**src/rtl/seq_detector_param.sv**
```systemverilog
// Serial pattern detector over a PAT_LEN-bit sliding window.
// Bits advance only on en. A match produces a registered one-cycle pulse
// and bumps a saturating match counter. OVERLAP chooses whether the
// completing bit may also start the next occurrence.
module seq_detector_param #(
    parameter int                 PAT_LEN = 4,
    parameter logic [PAT_LEN-1:0] PATTERN = 4'b0110,
    parameter int                 OVERLAP = 0,
    parameter int                 CNT_W   = 8,
    localparam int                FILL_W  = $clog2(PAT_LEN + 1)
) (
    input  logic              clk,
    input  logic              reset,
    input  logic              en,
    input  logic              data_in,
    input  logic              clear_count,
    output logic              detected,
    output logic [CNT_W-1:0]  match_count,
    output logic [FILL_W-1:0] fill
);

    localparam logic [FILL_W-1:0] FILL_MAX = FILL_W'(PAT_LEN);
    localparam logic [CNT_W-1:0]  CNT_MAX  = {CNT_W{1'b1}};

    logic [PAT_LEN-1:0] history_q, history_d;
    logic [FILL_W-1:0]  fill_q, fill_d;
    logic               detected_q, detected_d;
    logic [CNT_W-1:0]   match_count_q, match_count_d;

    logic [PAT_LEN-1:0] hist_shift;
    logic [FILL_W-1:0]  fill_inc;
    logic               match;

    // Next-state: shift window, track fill, detect and count matches.
    always_comb begin
        hist_shift    = {history_q[PAT_LEN-2:0], data_in};
        fill_inc      = (fill_q == FILL_MAX) ? fill_q : fill_q + FILL_W'(1);
        match         = en && (fill_inc == FILL_MAX) && (hist_shift == PATTERN);

        history_d     = history_q;
        fill_d        = fill_q;
        detected_d    = match;
        match_count_d = match_count_q;

        if (en) begin
            history_d = hist_shift;
            // Non-overlapping mode forgets the window so the completing bit
            // cannot contribute to the next occurrence.
            fill_d    = (match && (OVERLAP == 0)) ? '0 : fill_inc;
        end

        if (clear_count) begin
            match_count_d = match ? CNT_W'(1) : '0;
        end else if (match && (match_count_q != CNT_MAX)) begin
            match_count_d = match_count_q + CNT_W'(1);
        end
    end

    // State registers with synchronous reset taking priority over everything.
    always_ff @(posedge clk) begin
        if (reset) begin
            history_q     <= '0;
            fill_q        <= '0;
            detected_q    <= 1'b0;
            match_count_q <= '0;
        end else begin
            history_q     <= history_d;
            fill_q        <= fill_d;
            detected_q    <= detected_d;
            match_count_q <= match_count_d;
        end
    end

    assign detected    = detected_q;
    assign match_count = match_count_q;
    assign fill        = fill_q;

endmodule
```
**config.mk**
```make
export PLATFORM = sky130hd
export DESIGN_NAME = seq_detector_param
export DESIGN_NICKNAME = d
export VERILOG_FILES = /design/src/rtl/seq_detector_param.sv
export SDC_FILE = /design/constraint.sdc
export NUM_CORES = 1
export LEC_CHECK = 0
export CAP_MARGIN = 25
export CORE_MARGIN = 1.5
export CORE_UTILIZATION = 50
export DETAILED_ROUTE_END_ITERATION = 16
export PLACE_DENSITY = 0.79
export SLEW_MARGIN = 25
export SYNTH_ARGS = -nofsm -noshare
export SYNTH_HDL_FRONTEND = slang
export SYNTH_SLANG_ARGS = --single-unit
```
**constraint.sdc**
```tcl
create_clock -name clk -period 4.4 [get_ports clk]
set_input_delay 0.66 -clock clk [delete_from_list [all_inputs] [get_ports clk]]
set_output_delay 0.66 -clock clk [all_outputs]
set_load 0.01 [all_outputs]
```
# After elaboration in Yosys (flattened, before gate mapping)
# Cells that the tools add are included.
dict set report op_classes {
  n_reduce_logical 4
  add_sub_neg 2
  eq_ne 4
  n_mux 5
}
# cell count
set op_table {}
lappend op_table {{8-bit two-way mux} 2}
lappend op_table {{8-bit by 1-bit adder with 8-bit output, second input constant} 1}
lappend op_table {{8-bit != test, second input constant} 1}
lappend op_table {{3-bit == test, second input constant} 2}
lappend op_table {{3-bit two-way mux} 2}
lappend op_table {{4-bit by 3-bit == test with 1-bit output, second input constant} 1}
lappend op_table {{3-bit by 1-bit adder with 3-bit output, second input constant} 1}
lappend op_table {{1-bit logical AND} 3}
lappend op_table {{2-bit nonzero test} 1}
lappend op_table {{1-bit two-way mux} 1}
dict set report word_totals {
  word_cells 19
  output_inout_bits 12
  in_bits 5
  regBits 15
}

# Longest topological paths before layout
# Gate-level depths: netlist of run 1.
dict set report logic_depth {
  word_depth 8
  depth_mapped 7
  ltp_nobuf 7
}

# Worst setup path before layout of run 1
# No wires, ideal clock.
dict set report synth_timing {
  path_kind {register to register}
  start {register fill_q[0] (netlist: fill[0])}
  end {register match_count_q[6] (netlist: match_count[6])}
  stages_incl_launch_ff 8
  synth_period_minus_slack_ns 1.881
  arrival_ns 1.809
  required_time_ns 4.328
  path_buffers 0
  path_slack_ns 2.519
  setup_time_ns 0.072
  path_cell_list {dfxtp_1 -> inv_1 -> ha_1 -> nor2b_1 -> mux2i_2 -> or3b_4 -> nor3_2 -> mux2i_1}
}
dict set report synth_via {
  elab_chain_len 7
  elab_cells_between_ends 8
  cone_classes {add/sub: 1; eq/ne: 2; mux: 1; reduce/logical: 4}
}
# item line_no
set synth_rtl {}
lappend synth_rtl {{from (decl)} 26} ;# logic [FILL_W-1:0] fill_q, fill_d;
lappend synth_rtl {{from (signal assigned)} 68} ;# fill_q <= fill_d;
lappend synth_rtl {{3-bit by 1-bit adder with 3-bit output or 3-bit == test (tied branches)} 37} ;# fill_inc = (fill_q == FILL_MAX) ? fill_q : fill_q + FILL_W'(1);
lappend synth_rtl {{3-bit two-way mux *} 37}
lappend synth_rtl {{3-bit == test *} 38} ;# match = en && (fill_inc == FILL_MAX) && (hist_shift == PATTERN);
lappend synth_rtl {{1-bit logical AND * (2 in a row)} 38}
lappend synth_rtl {{1-bit logical AND *} 54} ;# end else if (match && (match_count_q != CNT_MAX)) begin
lappend synth_rtl {{2-bit nonzero test (no source line) *} -}
lappend synth_rtl {{to (signal assigned)} 70} ;# match_count_q <= match_count_d;
lappend synth_rtl {{to (decl)} 28} ;# logic [CNT_W-1:0] match_count_q, match_count_d;
# Every way passes the cells marked *; elsewhere a longest branch is shown, timed or not.
# A chain may end at the register's enable or synchronous reset.

# Worst setup path in the final report of run 1
dict set report layout_timing {
  start {input port en}
  end {register match_count_q[6] (netlist: match_count[6])}
}
dict set report layout_via {
  elab_chain_len 4
}
# item line_no
set layout_rtl {}
lappend layout_rtl {{from (decl)} 14} ;# input logic en,
lappend layout_rtl {{1-bit logical AND (2 in a row)} 38}
lappend layout_rtl {{1-bit logical AND} 54}
lappend layout_rtl {{2-bit nonzero test (no source line)} -}
# No other way between the ends.

==> flow_summary.toml, run 1 <==
[die]
core_area_sq_mm = 0.001489
row_count = 14
start_util_pct = 52.27
die_y_um = 42.45
die_area_sq_mm = 0.001802
io_pins = 17
dieWidth_um = 42.45

[routing]
wl_um = 1555
vias = 697
antenna_left = 0
drt_drc_violations_left = 0
initialDrtViolationCount = 11
drt_first_pass_iters = 5
vias_per_cell = 5.760
routedWlPerCell_um = 12.85

[global_route]
grt_pass1_wl_um = 2628
grt.total_usage_pct = 19.00
grt_remaining_overflow = 0
grt_pass1_vias = 643
antenna_found_initial = 0
grt_max_degree = 16

[timing]
fin_hold_ws_ns = 0.4963
maxSlewViolCount = 0
layout_min_cycle_time_ns = 2.175
finalHoldViolCount = 0
final.setup.tns_ns = 0
fmax_mhz = 459.7
rsz0062_at_grt = "no"
setup_viol = 0
worstMarginPinSlew_ns = 0.4989
min_period_over_period_pct = 49.44
clock_skew_ns = 0.006862
setup_slack_ns = 2.225
relSlewSlack_pct = 66.63

[yosys]
synth_fp_nets = 95
dominantRegCellSynth = "dfxtp_1"
synth_fa_ha_area_share_pct = 4.823
avgSynthCellArea_sq_um = 8.945
yosysTopAreaCellShare_pct = 38.59
synth.most_common_cell = "dfxtp_1"
synth_warnings = 0
synth_top_family_by_area = "simple AND/OR/NAND/NOR gates"
synth_edf_count = 0
yosys_register_bits = 15
yosysSeqAreaShare_pct = 38.59
synth-compound-area-share_pct = 9.807
synth-simple-area-share_pct = 32.32
synth_area_sq_um = 778.2
yosys-top-cells-count = "dfxtp_1 (15), nor2_1 (11), nand2_1 (9), mux2i_1 (5), nor3_1 (5)"
synthArstFlopShare_pct = 0
synth.area.top_cells = "dfxtp_1 (39%), mux2i_1 (6.4%), nor2_1 (5.3%), ha_1 (4.8%), nand2_1 (4.3%)"
synthCells = 87
muxShareOfSynthArea_pct = 8.199
synth_top_cell_by_area = "dfxtp_1"
synth-xor-area-share_pct = 3.376
ys_types = 32

[worst_setup_path]
critPathMaxFanout = 7
critPathCaptureType = "flip-flop"
ff2ff_setup_slack_ns = 2.44
max_stage_delay_ns = 0.65
path_buf_inv = 1
cp_top_family = "simple AND/OR/NAND/NOR gates"
cpMaxStageDelayCell = "clkdlybuf4s50_1"
worstPathCellList = "clkdlybuf4s50_1 -> o211ai_2 -> or3b_4 -> nor3_2 -> mux2i_1"
worstPathRequired_ns = 4.61
cp.arrival_ns = 2.39
start_kind = "primary input"
crit_type = "in2reg"

[placement]
dpl.cell_count = 117
io_buffers = 16
gp_congestion = 0.8276
hpwl_um = 1168
pre_cts_ws_ns = 1.941
placed_area_sq_um = 947.2

[cells_and_area]
antenna_cells = 0
final_nets = 114
finalInstanceArea_sq_um = 973.4
layout-drive-gt1-share_pct = 12.38
syn2layout_area_growth_pct = 25.08
postLayoutCoreUtil_pct = 65.38
layout.cells.non_filler = 121

[cts]
clockRootBuffer = "clkbuf_4"
numClockSinks = 15
clock_path_buffers = 2
post_cts_buffers = 0
clk_pin_slew_ns = 0.09
insertion_delay_ns = 0.28
cts_tree = "done"
cts_hold_buf = 0
cts_buffers = 3
htree_levels = 1
cts.repair.resized = 0

[power_and_ir_drop]
p_per_area_mw_per_mm2 = 259.1
p_leak_nw = 0.3351
ir_drop_v = 0.0001756
finalPower_mw = 0.2522

[status]
outcome = "completed"

[job]
maxCapViolations = 0

[hold_path]
hold_class = "reg2reg"
per-layer routing:
metal | up-vias | share of wire [%] | global-route usage, %
met5 | - | 0 | 0
met1 | 330 | 45 | 23.26
li1 | 350 | - | -
met2 | 13 | 50 | 32.31
met4 | 0 | 1.2 | 7.500
met3 | 4 | 3.6 | 3.879
cell usage in the layout, fill, tap and decap left out:
cell,n
a21oi_1,4
a31o_2,2
and3_1,1
and4bb_2,1
clkbuf_1,1
clkbuf_4,3
clkdlybuf4s50_1,16
dfxtp_1,15
ha_1,3
inv_1,3
mux2i_1,5
mux2i_2,1
nand2_1,9
nand2_2,1
nand2b_1,1
nand3_1,4
nand3b_1,1
nand4_1,2
nor2_1,11
nor2b_1,1
nor3_1,5
nor3_2,1
nor4_1,1
nor4b_4,1
o211ai_1,1
o211ai_2,1
o21ai_0,2
o32ai_1,1
or2b_1,1
or3_1,1
or3b_2,1
or3b_4,1
xnor2_1,3
final timing paths:
check,from,end,cells after the start
setup / recovery,en,match_count[6],5
setup reg to reg,fill[0],match_count[6],7
hold reg to reg,match_count[1],match_count[1],2
hold / removal,match_count[1],match_count[1],2
report_power, final:
part	internal, mW	total, mW	switching (mW)	leakage [nW]
Combinational	0.0147	0.0306	0.0159	0.199
Clock	0.0352	0.0799	0.0447	0.0150
Sequential	0.139	0.142	0.00305	0.121
layout make-up:
type	count	area, sq um
Inverter	3	11.26
Tap cell	16	20.02
Clock buffer	4	26.28
Multi-Input combinational cell	67	455.4
Fill cell	128	515.5
Timing Repair Buffer	16	160.2
Sequential cell	15	300.3
worst reg2reg max path, cell delays in order (launching register included):
cell	delay [ns]
dfxtp_1	0.40
inv_1	0.09
ha_1	0.31
nor2b_1	0.15
mux2i_2	0.13
or3b_4	0.42
nor3_2	0.20
mux2i_1	0.19
registers in the layout, indices dropped and copies added (netlist names):
name / cells
match_count: 8
fill: 3
history_q: 3
detected: 1
cells by family after synthesis:
| logic type | count (synthesis) |
|---|---|
| XOR/XNOR | 3 |
| multiplexers | 6 |
| AO/OA/AOI/OAI | 11 |
| flip-flops | 15 |
| buffers and inverters | 5 |
| AND/OR/NAND/NOR | 44 |
| adder cells (fa/ha/maj) | 3 |
No activity file was read; power rests on OpenSTA's default activity.
==> run 2: changes to the inputs <==
- CORE_UTILIZATION: 50 -> 43
- PLACE_DENSITY: 0.79 -> 0.72
- clock period: 4.4 -> 1.9 ns (I/O delays scaled with it)
==> run 2 against run 1 <==
Utilization shrank 4.1 points. Die area grew 15%. Sequential power grew 130%. First-iteration DRC count is 82% higher. Critical path depth rose by 2. Setup slack lost 2.1 ns. Hold slack improved by 0.0047 ns. Global-route usage down 2.6 points. Clock skew fell by 0.0048 ns.
==> flow_summary.toml, run 2 (same netlist as run 1, synthesis figures left out) <==
[power_and_ir_drop]
clockPowerShare_pct = 30.4
ir_drop_v = 0.0003057
combPwrFrac_pct = 14.4
p_leak_nw = 0.3874
p_sw_share_pct = 24.28
pwr-share-seq_pct = 55.2
p_per_area_mw_per_mm2 = 562.5
switchingPower_mw = 0.1428
internal-power_mw = 0.4455

[cts]
clockRootBuffer = "clkbuf_4"
htree_levels = 1
insertion_delay_ns = 0.27
clock_path_buffers = 2
post_cts_buffers = 0
numClockSinks = 15
clk_pin_slew_ns = 0.09
cts_buffers = 3
cts_tree = "done"

[die]
io_pins = 17
row_count = 15
dieWidth_um = 45.54
start_util_pct = 45.57
core_area_sq_mm = 0.001708
die_area_sq_mm = 0.002074
die_y_um = 45.54

[routing]
vias_per_cell = 5.124
initialDrtViolationCount = 20
drt_drc_violations_left = 0
drt_first_pass_iters = 4
wl_um = 1484
vias = 702
antenna_left = 0
routedWlPerCell_um = 10.83

[global_route]
grt_remaining_overflow = 0
grt_pass1_wl_um = 2442
grt_pass1_vias = 597
grt_max_degree = 10
antenna_found_initial = 0
grt.total_usage_pct = 16.42

[timing]
final.setup.tns_ns = 0
min_period_over_period_pct = 93.24
worstMarginPinSlew_ns = 0.4305
fmax_mhz = 564.4
maxSlewViolCount = 0
layout_min_cycle_time_ns = 1.772
rsz0062_at_grt = "no"
setup_viol = 0
relSlewSlack_pct = 71.20
finalHoldViolCount = 0
clock_skew_ns = 0.002018

[cells_and_area]
antenna_cells = 0
layout_common_cells = "clkdlybuf4s50_1 (16), dfxtp_1 (15), nor2_1 (11)"
final_common_cell = "clkdlybuf4s50_1"
syn2layout_area_growth_pct = 34.40
largest_register_ffs = 8
layout.cells.non_filler = 137
final_nets = 121
layout-drive-gt1-share_pct = 18.75
postLayoutCoreUtil_pct = 61.25

[hold_path]
hold_class = "reg2reg"

[worst_setup_path]
critPathMaxFanout = 4
worstPathRequired_ns = 2.11
cp.arrival_ns = 1.98
crit_type = "reg2reg"
critPathCaptureType = "flip-flop"
start_kind = "flip-flop"

[status]
outcome = "completed"

[placement]
gp_congestion = 0.8093
io_buffers = 16
hpwl_um = 1171
dpl.cell_count = 133

[job]
maxCapViolations = 0
[run 2: power groups by stage]
stage          clock (mW)  sequential (mW)  combinational, mW
2_1_floorplan           0            0.336             0.0432
3_3_place_gp            0            0.332             0.0822
3_5_place_dp            0            0.332             0.0838
4_1_cts             0.184            0.325             0.0842
5_1_grt             0.200            0.326             0.0914
6_report            0.179            0.325             0.0846
[run 2: final cells by class]
cell class                      count  area, sq um
Multi-Input combinational cell     67        464.2
Sequential cell                    15        300.3
Timing Repair Buffer               23        212.7
Fill cell                         156        661.9
Tap cell                           25        31.28
Inverter                            3        11.26
Clock buffer                        4        26.28
[run 2: metrics by stage]
step | worst slack [ns] | area (sq um) | power [mW] | hold slack (ns)
after global placement | 0.03046 | 1011 | 0.4143 | 0.4691
after global routing | 0.003084 | 1046 | 0.6178 | 0.5378
after CTS | 0.04205 | 1037 | 0.5935 | 0.5057
after floorplan | 0.01937 | 778.2 | 0.3796 | 0.3624
final | 0.1284 | 1046 | 0.5884 | 0.5010
after detailed placement | 0.002251 | 1011 | 0.4162 | 0.4910
[run 2: routing by layer]
| layer | GRT usage [%] | wire length, um |
|---|---|---|
| met1 | 22.09 | 734 |
| met2 | 25.07 | 700 |
| met3 | 3.571 | 38 |
| met5 | 0 | 0 |
| met4 | 7.059 | 11 |
[run 2: worst paths after layout]
kind	startpoint	endpoint	slack (ns)	depth (start not counted)
max	fill[0]	match_count[6]	0.13	7
min	match_count[1]	match_count[1]	0.50	2
min reg2reg	match_count[1]	match_count[1]	0.50	2
max reg2reg	fill[0]	match_count[6]	0.13	7
[run 2: critical path, cell delays in order, from the launching register on]
cell and delay (ns):
dfxtp_1 0.33, inv_1 0.06, ha_1 0.32, nor2b_2 0.12
mux2i_2 0.11, or3b_4 0.45, nor3_4 0.13, mux2i_1 0.18
[run 2: repair_timing]
action | 4_1_cts | 5_1_grt
hold endpoints to repair | 0 | 0
setup endpoints to repair | 0 | 1
hold buffers | 0 | 0
gates resized for setup | 0 | 2
